File: config.mk
export PLATFORM = sky130hd
export DESIGN_NAME = seq_divider
export DESIGN_NICKNAME = d
export VERILOG_FILES = /design/src/rtl/seq_divider.sv
export SDC_FILE = /design/constraint.sdc
export NUM_CORES = 1
export LEC_CHECK = 0
export CAP_MARGIN = 20
export CORE_ASPECT_RATIO = 0.8
export CORE_MARGIN = 2
export CORE_UTILIZATION = 50
export DETAILED_ROUTE_END_ITERATION = 10
export HOLD_SLACK_MARGIN = 0.1
export MAX_ROUTING_LAYER = met4
export PLACE_DENSITY = 0.73
export SYNTH_ARGS = -nofsm -noshare
export SYNTH_HDL_FRONTEND = slang
export SYNTH_SLANG_ARGS = --single-unit
File: constraint.sdc
create_clock -name clk -period 8.1 [get_ports clk]
set_clock_uncertainty 0.1 [all_clocks]
set_input_delay 0.81 -clock clk [delete_from_list [all_inputs] [get_ports clk]]
set_output_delay 0.81 -clock clk [all_outputs]
set_load 0.05 [all_outputs]
File: src/rtl/seq_divider.sv
// Sequential restoring radix-2 divider for DIV/DIVU/MOD/MODU.
// Fixed latency of WIDTH+2 cycles from start to the done pulse.
module seq_divider #(
    parameter int WIDTH = 32
) (
    input  logic             clk,
    input  logic             rst,
    input  logic             start,
    input  logic             flush,
    input  logic [1:0]       op,
    input  logic [WIDTH-1:0] dividend,
    input  logic [WIDTH-1:0] divisor,
    output logic             busy,
    output logic             done,
    output logic [WIDTH-1:0] quotient_out,
    output logic [WIDTH-1:0] remainder_out
);

    localparam int CW = (WIDTH > 2) ? $clog2(WIDTH) : 1;

    typedef enum logic [1:0] {IDLE, CALC, FIX, DONE} state_t;

    state_t           state;
    logic [CW-1:0]    cnt;
    logic [WIDTH-1:0] rem;
    logic [WIDTH-1:0] quo;
    logic [WIDTH-1:0] dvs;
    logic [WIDTH-1:0] raw_a;
    logic             q_neg;
    logic             r_neg;
    logic             div0;

    logic             is_signed;
    logic             a_neg;
    logic             b_neg;
    logic [WIDTH-1:0] a_mag;
    logic [WIDTH-1:0] b_mag;
    logic [WIDTH:0]   sh;
    logic [WIDTH-1:0] diff;
    logic             ge;
    logic [WIDTH-1:0] rem_nxt;
    logic [WIDTH-1:0] q_fix;
    logic [WIDTH-1:0] r_fix;

    // Op bit 0 selects the unsigned variants.
    assign is_signed = ~op[0];
    assign a_neg     = is_signed & dividend[WIDTH-1];
    assign b_neg     = is_signed & divisor[WIDTH-1];
    assign a_mag     = a_neg ? -dividend : dividend;
    assign b_mag     = b_neg ? -divisor : divisor;

    // Shifted remainder needs one extra bit before the compare.
    assign sh      = {rem, quo[WIDTH-1]};
    assign ge      = sh >= {1'b0, dvs};
    assign diff    = sh[WIDTH-1:0] - dvs;
    assign rem_nxt = ge ? diff : sh[WIDTH-1:0];

    assign q_fix = div0 ? '1 : (q_neg ? -quo : quo);
    assign r_fix = div0 ? raw_a : (r_neg ? -rem : rem);

    always_ff @(posedge clk) begin
        if (rst) begin
            state         <= IDLE;
            cnt           <= '0;
            rem           <= '0;
            quo           <= '0;
            dvs           <= '0;
            raw_a         <= '0;
            q_neg         <= 1'b0;
            r_neg         <= 1'b0;
            div0          <= 1'b0;
            busy          <= 1'b0;
            done          <= 1'b0;
            quotient_out  <= '0;
            remainder_out <= '0;
        end else if (flush) begin
            state <= IDLE;
            busy  <= 1'b0;
            done  <= 1'b0;
            cnt   <= '0;
        end else begin
            unique case (state)
                IDLE, DONE: begin
                    done <= 1'b0;
                    if (start) begin
                        state <= CALC;
                        busy  <= 1'b1;
                        cnt   <= '0;
                        rem   <= '0;
                        quo   <= a_mag;
                        dvs   <= b_mag;
                        raw_a <= dividend;
                        q_neg <= a_neg ^ b_neg;
                        r_neg <= a_neg;
                        div0  <= (divisor == '0);
                    end else begin
                        state <= IDLE;
                    end
                end
                CALC: begin
                    rem <= rem_nxt;
                    quo <= {quo[WIDTH-2:0], ge};
                    if (cnt == CW'(WIDTH - 1)) begin
                        state <= FIX;
                        cnt   <= '0;
                    end else begin
                        cnt <= cnt + 1'b1;
                    end
                end
                FIX: begin
                    quotient_out  <= q_fix;
                    remainder_out <= r_fix;
                    done          <= 1'b1;
                    busy          <= 1'b0;
                    state         <= DONE;
                end
                default: state <= IDLE;
            endcase
        end
    end

endmodule

==> results.sh <==
export IMPL_outcome="complete, no violations"
export IMPL_startpoint_type="primary input"
export IMPL_synthCells=1613
export IMPL_critical_path_class="primary input to register"
export IMPL_viasPerCell=5.98
export IMPL_cts_sinks=204
export IMPL_die_area_sq_um=25800
export IMPL_coreArea_sq_um=24200
export IMPL_vias=12100
export IMPL_core_rowCount=51
export IMPL_worst_endpoint_required_ns=8.43
export IMPL_grt_pass1_wl_mm=58.0
export IMPL_power_per_cell_area_nw_per_um2=183
export IMPL_first_global_vias=10700
export IMPL_place_detailed_hpwl_mm=27.5
export IMPL_ys_ff_latch=204
export IMPL_path_delay_family="simple AND/OR/NAND/NOR gates"
export IMPL_drc=0
export IMPL_grt_usage=0.291
export IMPL_first_pass_iters=6
export IMPL_boundaryPins=136
export IMPL_areaGrowthSynthToFinish_pct=18.6
export IMPL_synthArstFlopShare=0
export IMPL_netlist_area_sq_um=12300
export IMPL_path_cells="clkdlybuf4s50_1 -> inv_1 -> ha_1 -> or3b_1 -> or4_1 -> or4_4 -> or2_1 -> nor4_4 -> a21oi_1 -> xnor2_1 -> a211oi_1"
export IMPL_drt_wirelength_per_cell_microns=18.4
export IMPL_final_hold_viol_count=0
export IMPL_initial_core_util=0.506
export IMPL_cts_buffers=22
export IMPL_drtIter0Drc=1048
export IMPL_setup_violations=0
export IMPL_drive_gt1_frac=0.0476
export IMPL_cts_max_path_buffers=3
export IMPL_yosysSeqAreaShare=0.333
export IMPL_synth_cell_types=67
export IMPL_grt_max_degree=98
export IMPL_antenna_cells=0
export IMPL_finalMaxSlewViolations=0
export IMPL_p_sw_uw=778
export IMPL_clkPwrFrac=0.406
export IMPL_clock_latency_ns=0.52
export IMPL_final_util=0.600
export IMPL_tns_ns=0
export IMPL_finalCritPeriodShare=0.468
export IMPL_htree_levels=1
export IMPL_fmax_ghz=0.264
export IMPL_internal_power_uw=1880
export IMPL_synth_warnings=0
export IMPL_worst_slew_pin_slew_ns=1.12
export IMPL_cts_tree="built"
export IMPL_post_route_min_period_ns=3.79
export IMPL_syn_num_nets=1725
export IMPL_min_path_type="register to register"
export IMPL_p_seq_frac=0.407
export IMPL_maxCapViolCount=0
export IMPL_avgSynthCellArea_sq_um=7.60
export IMPL_power_frac_comb=0.187
export IMPL_critPathMaxFanout=6
export IMPL_synth_main_ff_cell="dfxtp_1"
export IMPL_crit_buf_inv=2
export IMPL_place_congestion=1.03
export IMPL_endpoint_kind="register"
export IMPL_overflow=0
export IMPL_p_leak_uw=0.00556
export IMPL_slowest_delay_ns=0.55
export IMPL_die_w_microns=179
export IMPL_cp_data_arrival_time_ns=4.12
export IMPL_slew_headroom=0.252
export IMPL_synth_edf_count=0
export IMPL_die_h_microns=144
export IMPL_swShare=0.293
export IMPL_post_cts_buffers=0
export IMPL_cts_hold_buf=0
export IMPL_drtAntennaViolNets=0
export IMPL_irDropWorstVdd_mv=0.157
export IMPL_slowest_stage="or4_1"
export IMPL_io_buffers=134
export IMPL_cts_root_buf="clkbuf_16"
export IMPL_cts_resized=0
export IMPL_finalNetCount=1798
export IMPL_grt_antenna_before_repair=0
export IMPL_grt_setup_unrepaired="false"
export IMPL_routed_wl_mm=37.3
export IMPL_clk_transition_reported_paths_ns=0.06
-- final timing paths --
path	from	end	slack, ns	depth (start not counted)
worst max-delay path	divisor[0]	dvs[30]$_SDFFE_PP0P_	4.31	11
worst min register to register	dvs[31]$_SDFFE_PP0P_	dvs[31]$_SDFFE_PP0P_	0.35	2
worst max register to register	rem[21]$_SDFFE_PP0P_	rem[0]$_SDFFE_PP0P_	4.34	10
worst min-delay path	dvs[31]$_SDFFE_PP0P_	dvs[31]$_SDFFE_PP0P_	0.35	2
-- logic make-up (layout without fill, tap and decap cells) --
kind of cell | after synthesis | after routing | share of synthesized area
adder cells (fa/ha/maj) | 42 | 42 | 0.0435
AO/OA/AOI/OAI | 480 | 480 | 0.248
AND/OR/NAND/NOR | 560 | 560 | 0.205
XOR/XNOR | 141 | 141 | 0.101
buffers and inverters | 163 | 252 | 0.0511
flip-flops | 204 | 204 | 0.333
multiplexers | 23 | 23 | 0.0189
-- flip-flops by register name, summed over array words and instances, names as in the netlist --
| signal | flops |
|---|---|
| r_neg | 1 |
| quo | 32 |
| rem | 32 |
| done | 1 |
| div0 | 1 |
| state | 2 |
| remainder_out | 32 |
| cnt | 5 |
| busy | 1 |
| raw_a | 32 |
| quotient_out | 32 |
| q_neg | 1 |
| dvs | 32 |
-- power groups by stage --
stage / Sequential (uW) / Combinational (uW) / Clock (uW)
after detailed placement: 1100 / 480 / 0
after global placement: 1100 / 475 / 0
after floorplan: 1110 / 306 / 0
final: 1080 / 497 / 1080
after CTS: 1080 / 483 / 1090
after global routing: 1080 / 540 / 1130
-- placed cells by master (no fill, tap or decap), drive strengths merged, types with 29 or more instances in the layout --
| master | instances |
|---|---|
| a211oi | 50 |
| a21oi | 151 |
| clkbuf | 29 |
| clkdlybuf4s50 | 133 |
| dfxtp | 204 |
| ha | 41 |
| inv | 62 |
| nand2 | 269 |
| nor2 | 136 |
| o211ai | 32 |
| o21ai | 112 |
| o31ai | 30 |
| xnor2 | 44 |
| xor2 | 97 |
-- metrics by stage --
step / cells / setup slack, ns / hold slack, ns / cell area [sq um] / total power, uW
2_1_floorplan: 1613 / 4.61 / 0.332 / 12300 / 1420
6_report: 2020 / 4.31 / 0.351 / 14500 / 2660
3_5_place_dp: 1978 / 3.77 / 0.346 / 13700 / 1580
4_1_cts: 2018 / 4.31 / 0.354 / 14500 / 2650
3_3_place_gp: 1977 / 3.84 / 0.340 / 13700 / 1580
5_1_grt: 2020 / 4.09 / 0.372 / 14500 / 2750
-- Yosys cell counts (4+ instances only) --
cell / count / share of area
and3_1: 4 / 0.0020
a211oi_1: 50 / 0.031
clkbuf_1: 91 / 0.028
nand3_1: 24 / 0.0098
xor2_1: 97 / 0.069
nor4_1: 13 / 0.0066
dfxtp_1: 204 / 0.33
ha_1: 41 / 0.042
a22oi_1: 6 / 0.0037
nand2b_1: 13 / 0.0066
nand2_1: 269 / 0.082
nor3b_1: 4 / 0.0024
a32oi_1: 13 / 0.0093
a311oi_1: 23 / 0.016
o21ai_0: 110 / 0.045
a31oi_1: 7 / 0.0036
o21a_1: 4 / 0.0024
or3_1: 15 / 0.0077
or4_4: 5 / 0.0046
nor2b_1: 9 / 0.0046
or4_1: 16 / 0.0098
mux2i_1: 22 / 0.018
o31ai_1: 29 / 0.018
a21o_1: 15 / 0.0092
nor3_1: 25 / 0.010
a21oi_1: 151 / 0.062
xnor2_1: 44 / 0.031
nor2_1: 136 / 0.042
buf_1: 4 / 0.0012
or2_2: 6 / 0.0031
nand4_1: 10 / 0.0051
o41ai_1: 16 / 0.011
o211ai_1: 32 / 0.020
inv_1: 61 / 0.019
-- tightest hold or removal path, stage by stage (launching register included) --
cell and delay [ns]:
dfxtp_1 0.31, nand2_1 0.05, a21oi_1 0.05
-- layout make-up --
class	instances	area, sq um
clock buffer	29	638
clock inverter	11	138
fill	2253	9700
inverter	63	236
multi-input combinational	1246	7580
sequential	204	4080
tap	318	398
timing repair buffer	149	1470
-- per-layer routing --
metal | GRT usage | vias to the layer above | routed length (microns) | part of all wire
met4 | 0.0722 | 0 | 711 | 0.019
met3 | 0.0489 | 49 | 3340 | 0.090
met1 | 0.436 | 5652 | 17800 | 0.48
met5 | - | - | 0 | 0
li1 | - | 5873 | - | -
met2 | 0.401 | 502 | 15400 | 0.41
Power figures use the tool's default switching activity.
